## src/rtl/neuron_timestep_sequencer_pkg.sv

```systemverilog
// Shared definitions for the timestep sequencer: FSM encoding, datapath
// width helpers and the decay (shift) select encoding.
package neuron_timestep_sequencer_pkg;

   typedef enum logic [1:0] {
      ST_IDLE = 2'd0,
      ST_EVAL = 2'd1,
      ST_DONE = 2'd2
   } seq_state_e;

   function automatic int data_width(input int n_stage);
      return int'(32'd1 << n_stage);
   endfunction

   function automatic int pot_width(input int n_stage);
      return n_stage + 32'sd2;
   endfunction

   // Decay select: shift k gives beta = 1 - 2**-k, with 0 meaning no decay.
   localparam logic [2:0] SHIFT_BETA_1_00000 = 3'd0;
   localparam logic [2:0] SHIFT_BETA_0_50000 = 3'd1;
   localparam logic [2:0] SHIFT_BETA_0_75000 = 3'd2;
   localparam logic [2:0] SHIFT_BETA_0_87500 = 3'd3;
   localparam logic [2:0] SHIFT_BETA_0_93750 = 3'd4;
   localparam logic [2:0] SHIFT_BETA_0_96875 = 3'd5;
   localparam logic [2:0] SHIFT_BETA_0_98438 = 3'd6;
   localparam logic [2:0] SHIFT_BETA_0_99219 = 3'd7;

endpackage

```

## src/rtl/neuron_timestep_sequencer_state_ram.sv

```systemverilog
// Per-neuron state store: one row of {spike bit, potential} per neuron,
// asynchronous read, one synchronous write port and a bulk clear.
module neuron_state_ram #(
   parameter int DEPTH = 4,
   parameter int WIDTH = 5,
   localparam int AW = $clog2(DEPTH)
) (
   input  logic             clk,
   input  logic             rst_n,
   input  logic             clr,
   input  logic             we,
   input  logic [AW-1:0]    waddr,
   input  logic [WIDTH-1:0] wdata,
   input  logic [AW-1:0]    raddr,
   output logic [WIDTH-1:0] rdata
);

   logic [WIDTH-1:0] mem_r [DEPTH];

   // Row storage with reset, bulk clear and single write port
   always_ff @(posedge clk or negedge rst_n) begin
      if (!rst_n) begin
         for (int i = 0; i < DEPTH; i++) begin
            mem_r[i] <= '0;
         end
      end else if (clr) begin
         for (int i = 0; i < DEPTH; i++) begin
            mem_r[i] <= '0;
         end
      end else if (we) begin
         mem_r[waddr] <= wdata;
      end
   end

   assign rdata = mem_r[raddr];

endmodule

```

## src/rtl/neuron_timestep_sequencer.sv

```systemverilog
// Timestep engine: walks every logical neuron once per start through the
// shared external neuron datapath and publishes the resulting spike vector.
module neuron_timestep_sequencer
   import neuron_timestep_sequencer_pkg::*;
#(
   parameter int N_STAGE   = 2,
   parameter int N_NEURONS = 4,
   localparam int W = data_width(N_STAGE),
   localparam int P = pot_width(N_STAGE),
   localparam int A = $clog2(N_NEURONS)
) (
   input  logic                 clk,
   input  logic                 rst_n,
   input  logic                 start,
   input  logic                 clear_state,
   input  logic [W-1:0]         x_in,
   input  logic [2:0]           shift,
   input  logic [P-1:0]         minus_teta,
   input  logic                 cfg_we,
   input  logic [A-1:0]         cfg_addr,
   input  logic [W-1:0]         cfg_wdata,
   output logic [W-1:0]         dp_w,
   output logic [W-1:0]         dp_x,
   output logic [2:0]           dp_shift,
   output logic [P-1:0]         dp_minus_teta,
   output logic [P-1:0]         dp_previus_u,
   output logic                 dp_was_spike,
   input  logic [P-1:0]         dp_u_out,
   input  logic                 dp_is_spike,
   output logic                 busy,
   output logic                 done,
   output logic [N_NEURONS-1:0] spikes_out
);

   localparam logic [A-1:0] IDX_LAST = A'(N_NEURONS - 1);
   localparam logic [A:0]   N_ROWS   = (A+1)'(N_NEURONS);

   seq_state_e           state_r;
   seq_state_e           state_nxt_s;
   logic [A-1:0]         idx_r;
   logic [W-1:0]         x_r;
   logic [2:0]           shift_r;
   logic [P-1:0]         mteta_r;
   logic [N_NEURONS-1:0] spk_next_r;
   logic [N_NEURONS-1:0] spk_merged_s;
   logic [N_NEURONS-1:0] spikes_out_r;
   logic                 done_r;
   logic                 busy_r;
   logic [W-1:0]         weight_r [N_NEURONS];
   logic [P:0]           row_s;
   logic                 is_idle_s;
   logic                 is_eval_s;
   logic                 last_s;
   logic                 wr_ok_s;

   assign is_idle_s = (state_r == ST_IDLE);
   assign is_eval_s = (state_r == ST_EVAL);
   assign last_s    = is_eval_s && (idx_r == IDX_LAST);
   assign wr_ok_s   = ({1'b0, cfg_addr} < N_ROWS);

   // Each row is read exactly once per timestep, so committing the new spike
   // bit at its own evaluation is indistinguishable from a bulk update at DONE.
   neuron_state_ram #(
      .DEPTH (N_NEURONS),
      .WIDTH (P + 1)
   ) u_state_ram (
      .clk   (clk),
      .rst_n (rst_n),
      .clr   (is_idle_s && clear_state),
      .we    (is_eval_s),
      .waddr (idx_r),
      .wdata ({dp_is_spike, dp_u_out}),
      .raddr (idx_r),
      .rdata (row_s)
   );

   // FSM state register
   always_ff @(posedge clk or negedge rst_n) begin
      if (!rst_n) begin
         state_r <= ST_IDLE;
      end else begin
         state_r <= state_nxt_s;
      end
   end

   // FSM next-state logic
   always_comb begin
      state_nxt_s = state_r;
      case (state_r)
         ST_IDLE: begin
            if (start) begin
               state_nxt_s = ST_EVAL;
            end else begin
               state_nxt_s = ST_IDLE;
            end
         end
         ST_EVAL: begin
            if (idx_r == IDX_LAST) begin
               state_nxt_s = ST_DONE;
            end else begin
               state_nxt_s = ST_EVAL;
            end
         end
         ST_DONE: state_nxt_s = ST_IDLE;
         default: state_nxt_s = ST_IDLE;
      endcase
   end

   // Spike vector of the current timestep including the neuron now evaluated
   always_comb begin
      spk_merged_s         = spk_next_r;
      spk_merged_s[idx_r]  = dp_is_spike;
   end

   // Timestep operands, neuron index and spike collection
   always_ff @(posedge clk or negedge rst_n) begin
      if (!rst_n) begin
         idx_r        <= '0;
         x_r          <= '0;
         shift_r      <= '0;
         mteta_r      <= '0;
         spk_next_r   <= '0;
         spikes_out_r <= '0;
      end else begin
         case (state_r)
            ST_IDLE: begin
               if (start) begin
                  x_r     <= x_in;
                  shift_r <= shift;
                  mteta_r <= minus_teta;
                  idx_r   <= '0;
               end
            end
            ST_EVAL: begin
               spk_next_r <= spk_merged_s;
               idx_r      <= idx_r + A'(1'b1);
               if (last_s) begin
                  spikes_out_r <= spk_merged_s;
               end
            end
            default: begin
            end
         endcase
      end
   end

   // Weight store: writes only in IDLE, and a same-cycle start wins
   always_ff @(posedge clk or negedge rst_n) begin
      if (!rst_n) begin
         for (int i = 0; i < N_NEURONS; i++) begin
            weight_r[i] <= '0;
         end
      end else if (is_idle_s && !start && cfg_we && wr_ok_s) begin
         weight_r[cfg_addr] <= cfg_wdata;
      end
   end

   // Status flags
   always_ff @(posedge clk or negedge rst_n) begin
      if (!rst_n) begin
         done_r <= 1'b0;
         busy_r <= 1'b0;
      end else begin
         done_r <= last_s;
         busy_r <= (state_nxt_s != ST_IDLE);
      end
   end

   // Datapath operand drive, quiet outside EVAL
   always_comb begin
      dp_w          = '0;
      dp_x          = '0;
      dp_shift      = '0;
      dp_minus_teta = '0;
      dp_previus_u  = '0;
      dp_was_spike  = 1'b0;
      if (is_eval_s) begin
         dp_w          = weight_r[idx_r];
         dp_x          = x_r;
         dp_shift      = shift_r;
         dp_minus_teta = mteta_r;
         dp_previus_u  = row_s[P-1:0];
         dp_was_spike  = row_s[P];
      end else begin
         dp_w          = '0;
         dp_x          = '0;
         dp_shift      = '0;
         dp_minus_teta = '0;
         dp_previus_u  = '0;
         dp_was_spike  = 1'b0;
      end
   end

   assign busy       = busy_r;
   assign done       = done_r;
   assign spikes_out = spikes_out_r;

endmodule

```

## config.mk

```make
export PLATFORM = sky130hd
export DESIGN_NAME = neuron_timestep_sequencer
export DESIGN_NICKNAME = d
export VERILOG_FILES = /design/src/rtl/neuron_timestep_sequencer_pkg.sv /design/src/rtl/neuron_timestep_sequencer_state_ram.sv /design/src/rtl/neuron_timestep_sequencer.sv
export SDC_FILE = /design/constraint.sdc
export NUM_CORES = 1
export LEC_CHECK = 0
export CAP_MARGIN = 5
export CORE_ASPECT_RATIO = 1.25
export CORE_MARGIN = 2
export CORE_UTILIZATION = 30
export DETAILED_ROUTE_END_ITERATION = 8
export DONT_BUFFER_PORTS = 1
export PLACE_DENSITY = 0.47
export SYNTH_ARGS = -nofsm -noshare
export SYNTH_HDL_FRONTEND = slang
export SYNTH_SLANG_ARGS = --single-unit
```

## constraint.sdc

```tcl
create_clock -name clk -period 1.9 [get_ports clk]
set_input_delay 0.38 -clock clk [delete_from_list [all_inputs] [get_ports clk]]
set_output_delay 0.38 -clock clk [all_outputs]
set_load 0.01 [all_outputs]
```

* Word level (Yosys, flattened, before mapping)
Cells that the tools add are included.
** Word-level totals
- Bits in registers :: 61
- Output and inout port bits :: 26
** Operators by class
- Add/subtract/negate cells :: 1
- Magnitude comparators :: 6
- Equal/unequal tests :: 3
- Muxes and demuxes :: 28
- Bitwise gates (word level) :: 2
- Reduce and logical (&&, ||, !) cells :: 15
** Operators by type and width (number)
- two-way mux 20 bit :: 2
- two-way mux 4 bit :: 7
- bitwise mux 20 bit :: 1
- bitwise mux 16 bit :: 1
- two-way mux 5 bit :: 3
- binary-select mux 5 bit (select 2 bit) :: 1
- demux 5 bit (select 2 bit) :: 1
- binary-select mux 4 bit (select 2 bit) :: 1
- demux 4 bit (select 2 bit) :: 1
- case mux 2 bit (2 select lines) :: 2
- logical AND 1 bit :: 7
- greater-or-equal comparator 3 bit, second input constant :: 2
- less-than comparator 3 x 1 -> 1 bit, second input constant :: 2
- inverter 2 -> 3 bit :: 2
- AND reduction 2 bit :: 3
- nonzero test 2 bit :: 3
- bitwise mux 4 bit :: 1
- two-way mux 2 bit :: 2
- less-than comparator 2 x 3 -> 1 bit, second input constant :: 1
- two-way mux 1 bit :: 3
- two-way mux 3 bit :: 1
- adder 2 x 1 -> 2 bit, second input constant :: 1
- demux 1 bit (select 2 bit) :: 1
- equality test 2 x 1 -> 1 bit, second input constant :: 1
- 5 further kinds :: 5

* Longest topological paths before layout
- Word-level depth :: 8
- Depth in mapped cells :: 6
- Mapped depth without buffers :: 5

* Modules after synthesis
A second synthesis with hierarchy kept.
** Unflattened totals
- Cells, all modules :: 249
- Area total of the unflattened synthesis :: 2946.6 um^2
** By module, submodules not included
- neuron_timestep_sequencer :: times used 1, cells an instance 169, area each 1918.1 um^2
- neuron_state_ram :: times used 1, cells an instance 80, area each 1028.5 um^2

* Least setup slack after synthesis
OpenSTA, ideal clock, no wires.
- Path kind :: register to output
- Start :: reg idx_r[0]
- End :: out dp_previus_u[0]
- Arrival time :: 1.399 ns
- Required time :: 1.520 ns
- Slack :: 0.121 ns
- Cell stages (with the launch flop) :: 4
- Path buffers :: 1
- Cell sequence :: dfrtp_1 > buf_2 > mux4_2 > and2_1
** Between the ends
- Longest elaborated chain between the ends :: 5
** RTL lines
- from (decl) :: line neuron_timestep_sequencer.sv:40 : logic [A-1:0] idx_r;
- from (signal assigned) :: line neuron_timestep_sequencer.sv:136 : idx_r <= idx_r + A'(1'b1);
- inverter 2 -> 3 bit (not written as such) :: line neuron_timestep_sequencer_state_ram.sv:35 : assign rdata = mem_r[raddr];
- binary-select mux 5 bit (select 2 bit) :: line neuron_timestep_sequencer_state_ram.sv:35
- two-way mux 5 bit (not written as such) (2 in series) :: line neuron_timestep_sequencer_state_ram.sv:35
- two-way mux 4 bit :: line neuron_timestep_sequencer.sv:177 : if (is_eval_s) begin
- to (decl) :: line neuron_timestep_sequencer.sv:26 : output logic [P-1:0] dp_previus_u,
Every way passes these cells. The select of a mux whose other input is x is not followed.

* Worst setup path after layout
- Start :: reg idx_r[0]
- End :: out dp_previus_u[2]
The elaborated chain is that of the path after synthesis.

==> run summary <==
Clock Root Buffer - clkbuf_16
power per cell area - 1840 nW/um^2
final slew viol count - 0
Port Buffers - 0
failing checks - negative setup slack
clk sinks - 59
DP HPWL - 4.53 mm
FFs w/ async S/R, synth - 100%
Die Y - 114 um
mapped cell area - 2900 sq um
nets@finish - 287
Die ar. - 10,500 sq um
gr ovfl total - 0
Worst R2R Start - idx_r[0]
Total Routing Usage GR - 14.2%
Critical-path top delay cell - mux4_2
drt wl/cell - 17.2 um
worst skew pair latency - 0.33 ns
Sw Ratio - 33.0%
TritonCTS clock tree - built
Clk network pwr share - 26.2%
Pre-antenna DRT Iters - 6
DRT iter0 DRCs - 102
post-layout util - 36.8%
final setup vio count - 9
Top Ports - 53
Worst Setup EP - dp_previus_u[2]
Setup crit start kind - register
via/cell ratio - 4.85
layout cells sized above 1 - 29.2%
Crit. End Element - primary output
CTS Buffer Depth - 2
Non-Filler Instances - 386
global-route wire length before repair - 11.1 mm
worst path cell trace - buf_8 -> mux4_2 -> and2_4
Synth cell types - 27
Gate power share - 39.9%
Synth top cells by count - dfrtp_1 (59), nand2_1 (42), a22o_1 (40)
sequential area share after synthesis - 50.9%
Reg power frac - 33.8%
Synth Register Bits - 59
Sw Pwr - 2.13 mW
HP Class - in -> reg
net count after synthesis - 272
Ys Warns - 0
CP arrival - 1.57 ns
max_slew headroom - 68.8%
area leader, netlist - dfrtp_1
vias in the first global route - 2,002
CTS buffer count - 9
synthesized area per cell - 12.0 sq um
number of post-CTS setup repair buffers - 0
Placed Instances - 369
top cells by area, synth - dfrtp_1 (51%), a22o_1 (12%), mux4_2 (7.0%), mux2_2 (6.2%), nand2_1 (5.4%)
# DRC - 0
Worst Path Buf+Inv - 1
Hold Vio Cnt, Final - 0
Final Power - 6.44 mW
Worst R2R Setup Slack - 0.26 ns
Max-Cap Viols - 0
FP Rows - 40
critical path class - reg -> out
Fin Clk Skew - 0.00654 ns
Final WS setup - -0.0499 ns
status - finished with violations
EDFF count, synth - 0
ANT cells - 0
initial antenna violation count - 0
H-tree levels - 3
core area - 9510 sq um
RSZ-0062 raised after global routing - yes
most instantiated library cell after synthesis - dfrtp_1
Top FF cell, synth - dfrtp_1
clock-pin slew on the worst setup and hold paths - 0.05 ns
origin of the worst setup path - idx_r[0]
r2r endpoint - u_state_ram.mem_r[9]
fin crit share - 103%
placer congestion estimate - 0.708
largest net degree at the start of global routing - 60
internal power - 4.32 mW
Critical Path Stages - 3
Leak - 1.63 nW
Post-DRT Antenna Nets - 0
slowest stage delay, CP - 0.51 ns
Top delay family on crit path - multiplexers
die width - 91.9 um
Synth-to-Final Area Change - 20.6%
Achievable Freq - 513 MHz
crit path time final - 1.95 ns
Max FO, Critical Path - 7
Starting Density - 30.5%
Slew @ Worst Pin - 0.468 ns
Total Wirelength - 6.65 mm
number of cells on the worst reg-to-reg path - 6
Max rail drop VDD - 0.651 mV
Mapped Cells - 241
Crit path required time - 1.52 ns
top cell type's share of synthesized area - 50.9%
routed vias - 1,872
-- layout make-up --
class / instances / area [sq um]
clock inverters: 1 / 30.0
well taps: 126 / 158
inverters: 7 / 26.3
fillers: 947 / 6010
clock buffers: 14 / 284
multi-input cells: 160 / 1340
repair buffers: 19 / 176
flip-flops and latches: 59 / 1480
-- metal layers --
metal  part of all wire, %  up-vias  global-route usage (%)  wire length [um]
li1                      -      888                       -                 -
met1                    45      928                    18.2              2960
met2                    47       49                    21.2              3140
met3                   6.0        7                    3.43               400
met4                   2.3        0                    9.85               150
met5                     0        -                       0                 0
-- through the flow --
step | setup WS (ns) | TNS [ns] | cell area, sq um | hold slack (ns)
final | -0.0499 | -0.234 | 3500 | 0.161
after global routing | -0.109 | -0.791 | 3500 | 0.158
after CTS | -0.0850 | -0.484 | 3490 | 0.152
after detailed placement | 0.224 | 0 | 3110 | 0.0862
after global placement | 0.239 | 0 | 3110 | 0.0862
after floorplan | 0.121 | 0 | 2900 | 0.0844
-- what timing repair did --
item / CTS / global route
pin swaps: 4 / 0
setup endpoints to repair: 20 / 20
hold buffers: 2 / 0
hold endpoints to repair: 59 / 0
resized for setup: 11 / 3
-- logic make-up after synthesis --
logic type / count (synthesis) / synth area share [%]
multiplexers: 32 / 16.3
AO/OA/AOI/OAI: 47 / 13.5
buffers and inverters: 22 / 3.62
adder cells (fa/ha/maj): 4 / 1.73
flip-flops: 59 / 50.9
AND/OR/NAND/NOR: 77 / 14.0
-- how the worst min path moves through the flow --
stage                        start               endpoint  cells past startpoint
after floorplan              rst_n                   busy                      0
after global placement       rst_n   u_state_ram.mem_r[8]                      0
final                      x_in[0]                 x_r[0]                      2
after global routing       x_in[0]                 x_r[0]                      2
after CTS                 shift[1]             shift_r[1]                      2
after detailed placement     rst_n  u_state_ram.mem_r[18]                      0
-- placed cells by master, fill, tap and decap left out, types with 2 or more instances in the layout --
cell / instances
mux2i_1: 3
clkbuf_16: 9
mux2_2: 16
and2_1: 11
a22o_1: 40
nand2_1: 42
mux2_4: 4
clkbuf_8: 4
nor2b_1: 4
buf_4: 15
dfrtp_1: 57
o21ai_0: 5
nand3b_2: 2
and2_4: 9
inv_1: 7
dfrtp_2: 2
ha_1: 4
mux4_2: 9
-- sequential cells by signal, summed over array words and instances, names as in the netlist, 2 cells and up --
name,flops
x_r,4
weight_r,16
mteta_r,4
shift_r,3
idx_r,2
spk_next_r,3
spikes_out,4
u_state_ram.mem_r,20
-- power groups by stage --
stage	Combinational (mW)	Clock [mW]	Sequential, mW
2_1_floorplan	1.92	0	2.06
6_report	2.57	1.69	2.18
5_1_grt	2.87	1.79	2.26
3_3_place_gp	2.45	0	2.18
3_5_place_dp	2.48	0	2.19
4_1_cts	2.63	1.73	2.18
(Power assumes the default switching activity.)
